<file path="src/rtl/ddp_hs_pkg.sv">
// Shared 4-phase handshake encodings and sizing helpers for the
// data-driven pipeline join/FIFO blocks.
package ddp_hs_pkg;

  typedef enum logic {
    J_IDLE = 1'b0,
    J_ACK  = 1'b1
  } join_state_e;

  typedef enum logic [1:0] {
    O_IDLE = 2'd0,
    O_SEND = 2'd1,
    O_REL  = 2'd2
  } out_state_e;

  // Occupancy counter width able to hold 0..depth inclusive.
  function automatic int cnt_w(input int depth);
    return $clog2(depth + 1);
  endfunction

endpackage

</file>
<file path="src/rtl/cj_join_fifo_if.sv">
// Handshake bundle for cj_join_fifo: N_IN joined input channels, one
// buffered output channel, firing controls and status pulses.
interface cj_join_fifo_if #(
  parameter int N_IN  = 2,
  parameter int WIDTH = 8,
  parameter int DEPTH = 4
);
  import ddp_hs_pkg::*;

  localparam int CNT_W = cnt_w(DEPTH);

  logic                    z;
  logic                    g;
  logic [N_IN-1:0]         Send_in;
  logic [N_IN*WIDTH-1:0]   data_in;
  logic [N_IN-1:0]         Ack_out;
  logic                    Send_out;
  logic [N_IN*WIDTH-1:0]   data_out;
  logic                    Ack_in;
  logic                    cp;
  logic                    dp;
  logic [CNT_W-1:0]        count;

  // Environment side: drives requests/controls, observes acks and status.
  modport master (
    output z, g, Send_in, data_in, Ack_in,
    input  Ack_out, Send_out, data_out, cp, dp, count
  );

  // Join controller side.
  modport slave (
    input  z, g, Send_in, data_in, Ack_in,
    output Ack_out, Send_out, data_out, cp, dp, count
  );

endinterface

</file>
<file path="src/rtl/ddp_sync_fifo.sv">
// Single-clock FIFO of joined tokens with asynchronous clear; storage is
// zeroed on reset so the head never shows X.
module ddp_sync_fifo
  import ddp_hs_pkg::*;
#(
  parameter int WIDTH_T = 16,
  parameter int DEPTH   = 4
) (
  input  logic                       clk,
  input  logic                       MR,
  input  logic                       push,
  input  logic [WIDTH_T-1:0]         push_data,
  input  logic                       pop,
  output logic [cnt_w(DEPTH)-1:0]    count,
  output logic [WIDTH_T-1:0]         head
);

  localparam int CNT_W = cnt_w(DEPTH);
  localparam int AW    = $clog2(DEPTH);

  logic [WIDTH_T-1:0] mem_q [DEPTH];
  logic [WIDTH_T-1:0] mem_d [DEPTH];
  logic [AW-1:0]      wr_ptr_q, wr_ptr_d;
  logic [AW-1:0]      rd_ptr_q, rd_ptr_d;
  logic [CNT_W-1:0]   count_q, count_d;
  logic               do_push, do_pop;

  // Guards keep the count coherent even if a caller misbehaves.
  assign do_push = push && (count_q != CNT_W'(DEPTH));
  assign do_pop  = pop  && (count_q != '0);

  always_comb begin
    mem_d    = mem_q;
    wr_ptr_d = wr_ptr_q;
    rd_ptr_d = rd_ptr_q;
    if (do_push) begin
      mem_d[wr_ptr_q] = push_data;
      wr_ptr_d        = wr_ptr_q + 1'b1;
    end
    if (do_pop) begin
      rd_ptr_d = rd_ptr_q + 1'b1;
    end
    count_d = count_q + CNT_W'(do_push) - CNT_W'(do_pop);
  end

  always_ff @(posedge clk or posedge MR) begin
    if (MR) begin
      for (int i = 0; i < DEPTH; i++) mem_q[i] <= '0;
      wr_ptr_q <= '0;
      rd_ptr_q <= '0;
      count_q  <= '0;
    end else begin
      mem_q    <= mem_d;
      wr_ptr_q <= wr_ptr_d;
      rd_ptr_q <= rd_ptr_d;
      count_q  <= count_d;
    end
  end

  assign count = count_q;
  assign head  = mem_q[rd_ptr_q];

endmodule

</file>
<file path="src/rtl/cj_join_fifo.sv">
// Clocked CJ join: fires when every input channel requests and z allows,
// stores (g=1) or discards (g=0) the joined token, and drains it 4-phase.
module cj_join_fifo
  import ddp_hs_pkg::*;
#(
  parameter int N_IN  = 2,
  parameter int WIDTH = 8,
  parameter int DEPTH = 4
) (
  input  logic           clk,
  input  logic           MR,
  cj_join_fifo_if.slave  bus
);

  localparam int CNT_W = cnt_w(DEPTH);
  localparam int DW    = N_IN * WIDTH;

  join_state_e      j_state_q, j_state_d;
  out_state_e       o_state_q, o_state_d;
  logic [N_IN-1:0]  ack_out_q, ack_out_d;
  logic             send_out_q, send_out_d;
  logic             cp_q, cp_d;
  logic             dp_q, dp_d;
  logic             fire, push, pop, room;
  logic [CNT_W-1:0] count;
  logic [DW-1:0]    head;

  // Space is judged on the pre-edge count; a same-edge pop does not help.
  assign room = count < CNT_W'(DEPTH);
  assign fire = (j_state_q == J_IDLE) && (&bus.Send_in) && (ack_out_q == '0)
                && bus.z && (bus.g ? room : 1'b1);

  always_comb begin
    j_state_d = j_state_q;
    ack_out_d = ack_out_q;
    cp_d      = 1'b0;
    dp_d      = 1'b0;
    push      = 1'b0;
    case (j_state_q)
      J_IDLE: begin
        if (fire) begin
          ack_out_d = '1;
          cp_d      = bus.g;
          dp_d      = ~bus.g;
          push      = bus.g;
          j_state_d = J_ACK;
        end
      end
      J_ACK: begin
        // Each channel releases on its own once its request is seen low.
        ack_out_d = ack_out_q & bus.Send_in;
        if (ack_out_q == '0) j_state_d = J_IDLE;
      end
      default: j_state_d = J_IDLE;
    endcase
  end

  always_comb begin
    o_state_d  = o_state_q;
    send_out_d = send_out_q;
    pop        = 1'b0;
    case (o_state_q)
      O_IDLE: begin
        if ((count != '0) && !bus.Ack_in) begin
          send_out_d = 1'b1;
          o_state_d  = O_SEND;
        end
      end
      O_SEND: begin
        if (bus.Ack_in) begin
          pop        = 1'b1;
          send_out_d = 1'b0;
          o_state_d  = O_REL;
        end
      end
      O_REL: begin
        if (!bus.Ack_in) o_state_d = O_IDLE;
      end
      default: begin
        send_out_d = 1'b0;
        o_state_d  = O_IDLE;
      end
    endcase
  end

  always_ff @(posedge clk or posedge MR) begin
    if (MR) begin
      j_state_q  <= J_IDLE;
      o_state_q  <= O_IDLE;
      ack_out_q  <= '0;
      send_out_q <= 1'b0;
      cp_q       <= 1'b0;
      dp_q       <= 1'b0;
    end else begin
      j_state_q  <= j_state_d;
      o_state_q  <= o_state_d;
      ack_out_q  <= ack_out_d;
      send_out_q <= send_out_d;
      cp_q       <= cp_d;
      dp_q       <= dp_d;
    end
  end

  ddp_sync_fifo #(
    .WIDTH_T (DW),
    .DEPTH   (DEPTH)
  ) u_fifo (
    .clk       (clk),
    .MR        (MR),
    .push      (push),
    .push_data (bus.data_in),
    .pop       (pop),
    .count     (count),
    .head      (head)
  );

  assign bus.Ack_out  = ack_out_q;
  assign bus.Send_out = send_out_q;
  assign bus.data_out = head;
  assign bus.cp       = cp_q;
  assign bus.dp       = dp_q;
  assign bus.count    = count;

endmodule

</file>
<file path="src/flat_wrapper.sv">
// flat-port wrapper written by rule: the top's interface ports become plain ports
module cj_join_fifo_flat import ddp_hs_pkg::*;
#(
  parameter int N_IN  = 2,
  parameter int WIDTH = 8,
  parameter int DEPTH = 4
)
  (clk, MR, bus_z, bus_g, bus_Send_in, bus_data_in, bus_Ack_in, bus_Ack_out, bus_Send_out, bus_data_out, bus_cp, bus_dp, bus_count);
  cj_join_fifo_if #(.N_IN(N_IN), .WIDTH(WIDTH), .DEPTH(DEPTH)) bus_i ();
  input  logic clk;
  input  logic MR;
  input wire logic [$bits(bus_i.z)-1:0] bus_z;
  input wire logic [$bits(bus_i.g)-1:0] bus_g;
  input wire logic [$bits(bus_i.Send_in)-1:0] bus_Send_in;
  input wire logic [$bits(bus_i.data_in)-1:0] bus_data_in;
  input wire logic [$bits(bus_i.Ack_in)-1:0] bus_Ack_in;
  output wire logic [$bits(bus_i.Ack_out)-1:0] bus_Ack_out;
  output wire logic [$bits(bus_i.Send_out)-1:0] bus_Send_out;
  output wire logic [$bits(bus_i.data_out)-1:0] bus_data_out;
  output wire logic [$bits(bus_i.cp)-1:0] bus_cp;
  output wire logic [$bits(bus_i.dp)-1:0] bus_dp;
  output wire logic [$bits(bus_i.count)-1:0] bus_count;
  assign bus_i.z = bus_z;
  assign bus_i.g = bus_g;
  assign bus_i.Send_in = bus_Send_in;
  assign bus_i.data_in = bus_data_in;
  assign bus_i.Ack_in = bus_Ack_in;
  assign bus_Ack_out = bus_i.Ack_out;
  assign bus_Send_out = bus_i.Send_out;
  assign bus_data_out = bus_i.data_out;
  assign bus_cp = bus_i.cp;
  assign bus_dp = bus_i.dp;
  assign bus_count = bus_i.count;
  cj_join_fifo #(.N_IN(N_IN), .WIDTH(WIDTH), .DEPTH(DEPTH)) u_core (.clk(clk), .MR(MR), .bus(bus_i));
endmodule
</file>
<file path="config.mk">
export PLATFORM = sky130hd
export DESIGN_NAME = cj_join_fifo_flat
export DESIGN_NICKNAME = d
export VERILOG_FILES = /design/src/rtl/ddp_hs_pkg.sv /design/src/rtl/cj_join_fifo_if.sv /design/src/rtl/ddp_sync_fifo.sv /design/src/rtl/cj_join_fifo.sv /design/src/flat_wrapper.sv
export SDC_FILE = /design/constraint.sdc
export NUM_CORES = 1
export LEC_CHECK = 0
export ABC_AREA = 1
export CORE_ASPECT_RATIO = 0.8
export CORE_MARGIN = 2
export CORE_UTILIZATION = 56
export DETAILED_ROUTE_END_ITERATION = 16
export PLACE_DENSITY = 0.89
export SLEW_MARGIN = 10
export SYNTH_ARGS = -nofsm -noshare
export SYNTH_HDL_FRONTEND = slang
export SYNTH_SLANG_ARGS = --single-unit
</file>
<file path="constraint.sdc">
create_clock -name clk -period 3.6 [get_ports clk]
set_input_delay 0.9 -clock clk [delete_from_list [all_inputs] [get_ports clk]]
set_output_delay 0.9 -clock clk [all_outputs]
set_load 0.05 [all_outputs]
</file>
==> results_dict.tcl <==
set metrics [dict create \
    rsz0062_at_grt "false" \
    yosys_register_bits 79 \
    synth_nets 487 \
    num_vias 3547 \
    postPlaceCellArea_um2 4310 \
    cp_common_cell "buf_4" \
    cpMaxStageDelayCell "inv_1" \
    busiest_layer "met2" \
    max_stage_delay_ns 0.45 \
    synth.distinct_cells 24 \
    synthMostInstantiatedCell "nand2_1" \
    dr.pass1.iters 5 \
    worstMarginPinSlew_ns 0.884 \
    dieArea_um2 7880 \
    clk_pin_slew_worst_paths_ns 0.08 \
    yosysWarnings 0 \
    row_count 27 \
    area_growth_pct 13.2 \
    crit_chain "inv_1 > buf_4 > o21ai_0 > o22ai_1 > buf_4" \
    antenna_found_initial 0 \
    fin_tns_setup_ns 0 \
    met2_usage_pct 43.4 \
    cts_resized 0 \
    postRouteAntennaNets 0 \
    synthTopCellsByCount "nand2_1 (146), dfrtp_1 (79), nand4_1 (64)" \
    hold_viol_final 0 \
    syn-instance-count 457 \
    fin_ws_ns 0.592 \
    wl_per_cell_um 17.3 \
    drtIter0Drc 395 \
    yosysTopAreaCell "dfrtp_1" \
    io_buffers 46 \
    yosysTopAreaCellShare_pct 49.1 \
    dp_hpwl_mm 6.17 \
    tritoncts "done" \
    grt_pass1_vias 3437 \
    die_w_um 98.8 \
    hp-class "reg2reg" \
    vias_per_cell 6.14 \
    synth.area.top_cells "dfrtp_1 (49%), nand2_1 (14%), nand4_1 (10%)" \
    endpoint_kind "output port" \
    grt_pass1_wl_mm 16.5 \
    crit_arrival_ns 2.11 \
    slew_violations 0 \
    finalCoreUtilization_pct 65.8 \
    async_flop_share_pct 100 \
    top_level_ports 47 \
    grt.met3_usage_pct 6.57 \
    met1_usage_pct 34.4 \
    cts.sinks 79 \
    clk_path_buf_depth 2 \
    cts-root-buf "clkbuf_8" \
    drc 0 \
    period_share_pct 83.5 \
    clk_latency_ns 0.36 \
    place_congestion 0.779 \
    p_per_area_nw_per_um2 891 \
    maxSlewHeadroom_pct 41.1 \
    final_area_um2 4560 \
    layout-drive-gt1-share_pct 10.8 \
    wirelength_mm 9.99 \
    core_um2 6930 \
    dieHeight_um 79.8 \
    worst_ep_required_time_ns 2.70 \
    avgSynthCellArea_um2 8.80 \
    drv_cap 0 \
    timing.fmax_mhz 332 \
    synth-edff-count 0 \
    syn_area_um2 4020 \
    diodes 0 \
    dp_slack_ns 0.315 \
    numCtsBuffers 9 \
    grt_max_degree 70 \
    leakage_nw 2.35 \
    cp-start-kind "flip-flop" \
    peakVddDrop_mv 0.379 \
    grt.total_usage_pct 26.4 \
    hold_buffers 0 \
    grt-ovfl-total 0 \
    htreeDepth 3 \
    min_period_ns 3.01 \
    start_util_pct 58.1 \
    synth_flop_cell "dfrtp_1" \
    final.setup_skew_ns 0.00708 \
    cts_setup_buffers 0 \
    num-nets-final 516 \
    critical_path_class "reg2out" \
    finalSetupViolCount 0 \
    outcome "finished clean" \
    crit_fanout 18 \
    ys_seq_area_share_pct 49.1 \
]
## layout by cell type (no fill, tap or decap), drive strengths merged, types with 3 or more instances in the layout
master and n:
nor2 40, clkbuf 10, clkdlybuf4s50 29, inv 19
dfrtp 79, nand4 68, nand2 149, bufinv 3
ha 6, o21ai 38, o22ai 16, buf 24
## kinds of logic after synthesis
logic type	after synthesis	share of synthesized area, %
adder cells (fa/ha/maj)	7	2.36
AO/OA/AOI/OAI	55	7.34
XOR/XNOR	3	0.653
buffers and inverters	54	9.36
AND/OR/NAND/NOR	259	31.2
flip-flops	79	49.1
## per-layer routing
layer | vias up | wire length, um
li1 | 1604 | -
met3 | 29 | 916
met4 | 0 | 170
met2 | 223 | 4860
met5 | - | 0
met1 | 1691 | 4040
## state kept, by name, summed over array words and instances (netlist names)
name	cells
u_core.bus.cp	1
u_core.bus.Ack_out	2
u_core.u_fifo.rd_ptr_q	2
u_core.u_fifo.mem_q	64
u_core.o_state_q	2
u_core.j_state_q	1
u_core.bus.Send_out	1
u_core.u_fifo.count	3
u_core.bus.dp	1
u_core.u_fifo.wr_ptr_q	2
## path summary, 6_finish.rpt
| path | start | endpoint | slack, ns | cells past startpoint |
|---|---|---|---|---|
| max in group asynchronous | MR | u_core.u_fifo.mem_q[53]$_DFFE_PP0P_ | 2.06 | 3 |
| worst min-delay path | u_core.u_fifo.mem_q[46]$_DFFE_PP0P_ | u_core.u_fifo.mem_q[46]$_DFFE_PP0P_ | 0.47 | 2 |
| worst max-delay path | u_core.u_fifo.rd_ptr_q[0]$_DFFE_PP0P_ | bus_data_out[12] | 0.59 | 5 |
| worst max register to register | u_core.bus.Ack_out[1]$_DFFE_PP0P_ | u_core.u_fifo.count[2]$_DFF_PP0_ | 1.36 | 11 |
| worst min register to register | u_core.u_fifo.mem_q[46]$_DFFE_PP0P_ | u_core.u_fifo.mem_q[46]$_DFFE_PP0P_ | 0.47 | 2 |
| min in group asynchronous | MR | u_core.u_fifo.mem_q[48]$_DFFE_PP0P_ | 0.90 | 2 |
## where the power goes
part	total (mW)	internal [mW]	switching, mW	leakage, nW
clock network	0.799	0.477	0.323	0.122
logic	1.97	0.568	1.41	1.17
registers	1.29	1.13	0.160	1.06
## cell type report
cell class / instances / area [um^2]
clock buffer: 10 / 138
clock inverter: 6 / 108
fill: 512 / 2370
inverter: 19 / 73.8
multi-input combinational: 324 / 1670
sequential: 79 / 1980
tap: 87 / 109
timing repair buffer: 53 / 480
## metrics by stage
step | hold WS, ns | std cells | power [mW]
after floorplan | 0.437 | 457 | 2.70
after global placement | 0.448 | 562 | 3.19
after detailed placement | 0.454 | 562 | 3.25
after CTS | 0.473 | 578 | 4.05
after global routing | 0.498 | 578 | 4.27
final | 0.472 | 578 | 4.06
## worst max-delay path, delay by kind of cell (launching register included)
kind	cells	cell delay (ns)
buffers and inverters	3	1.03
DFF	1	0.39
AOI/OAI and AO/OA	2	0.33
Note: power is estimated with default switching activity, not from simulation.
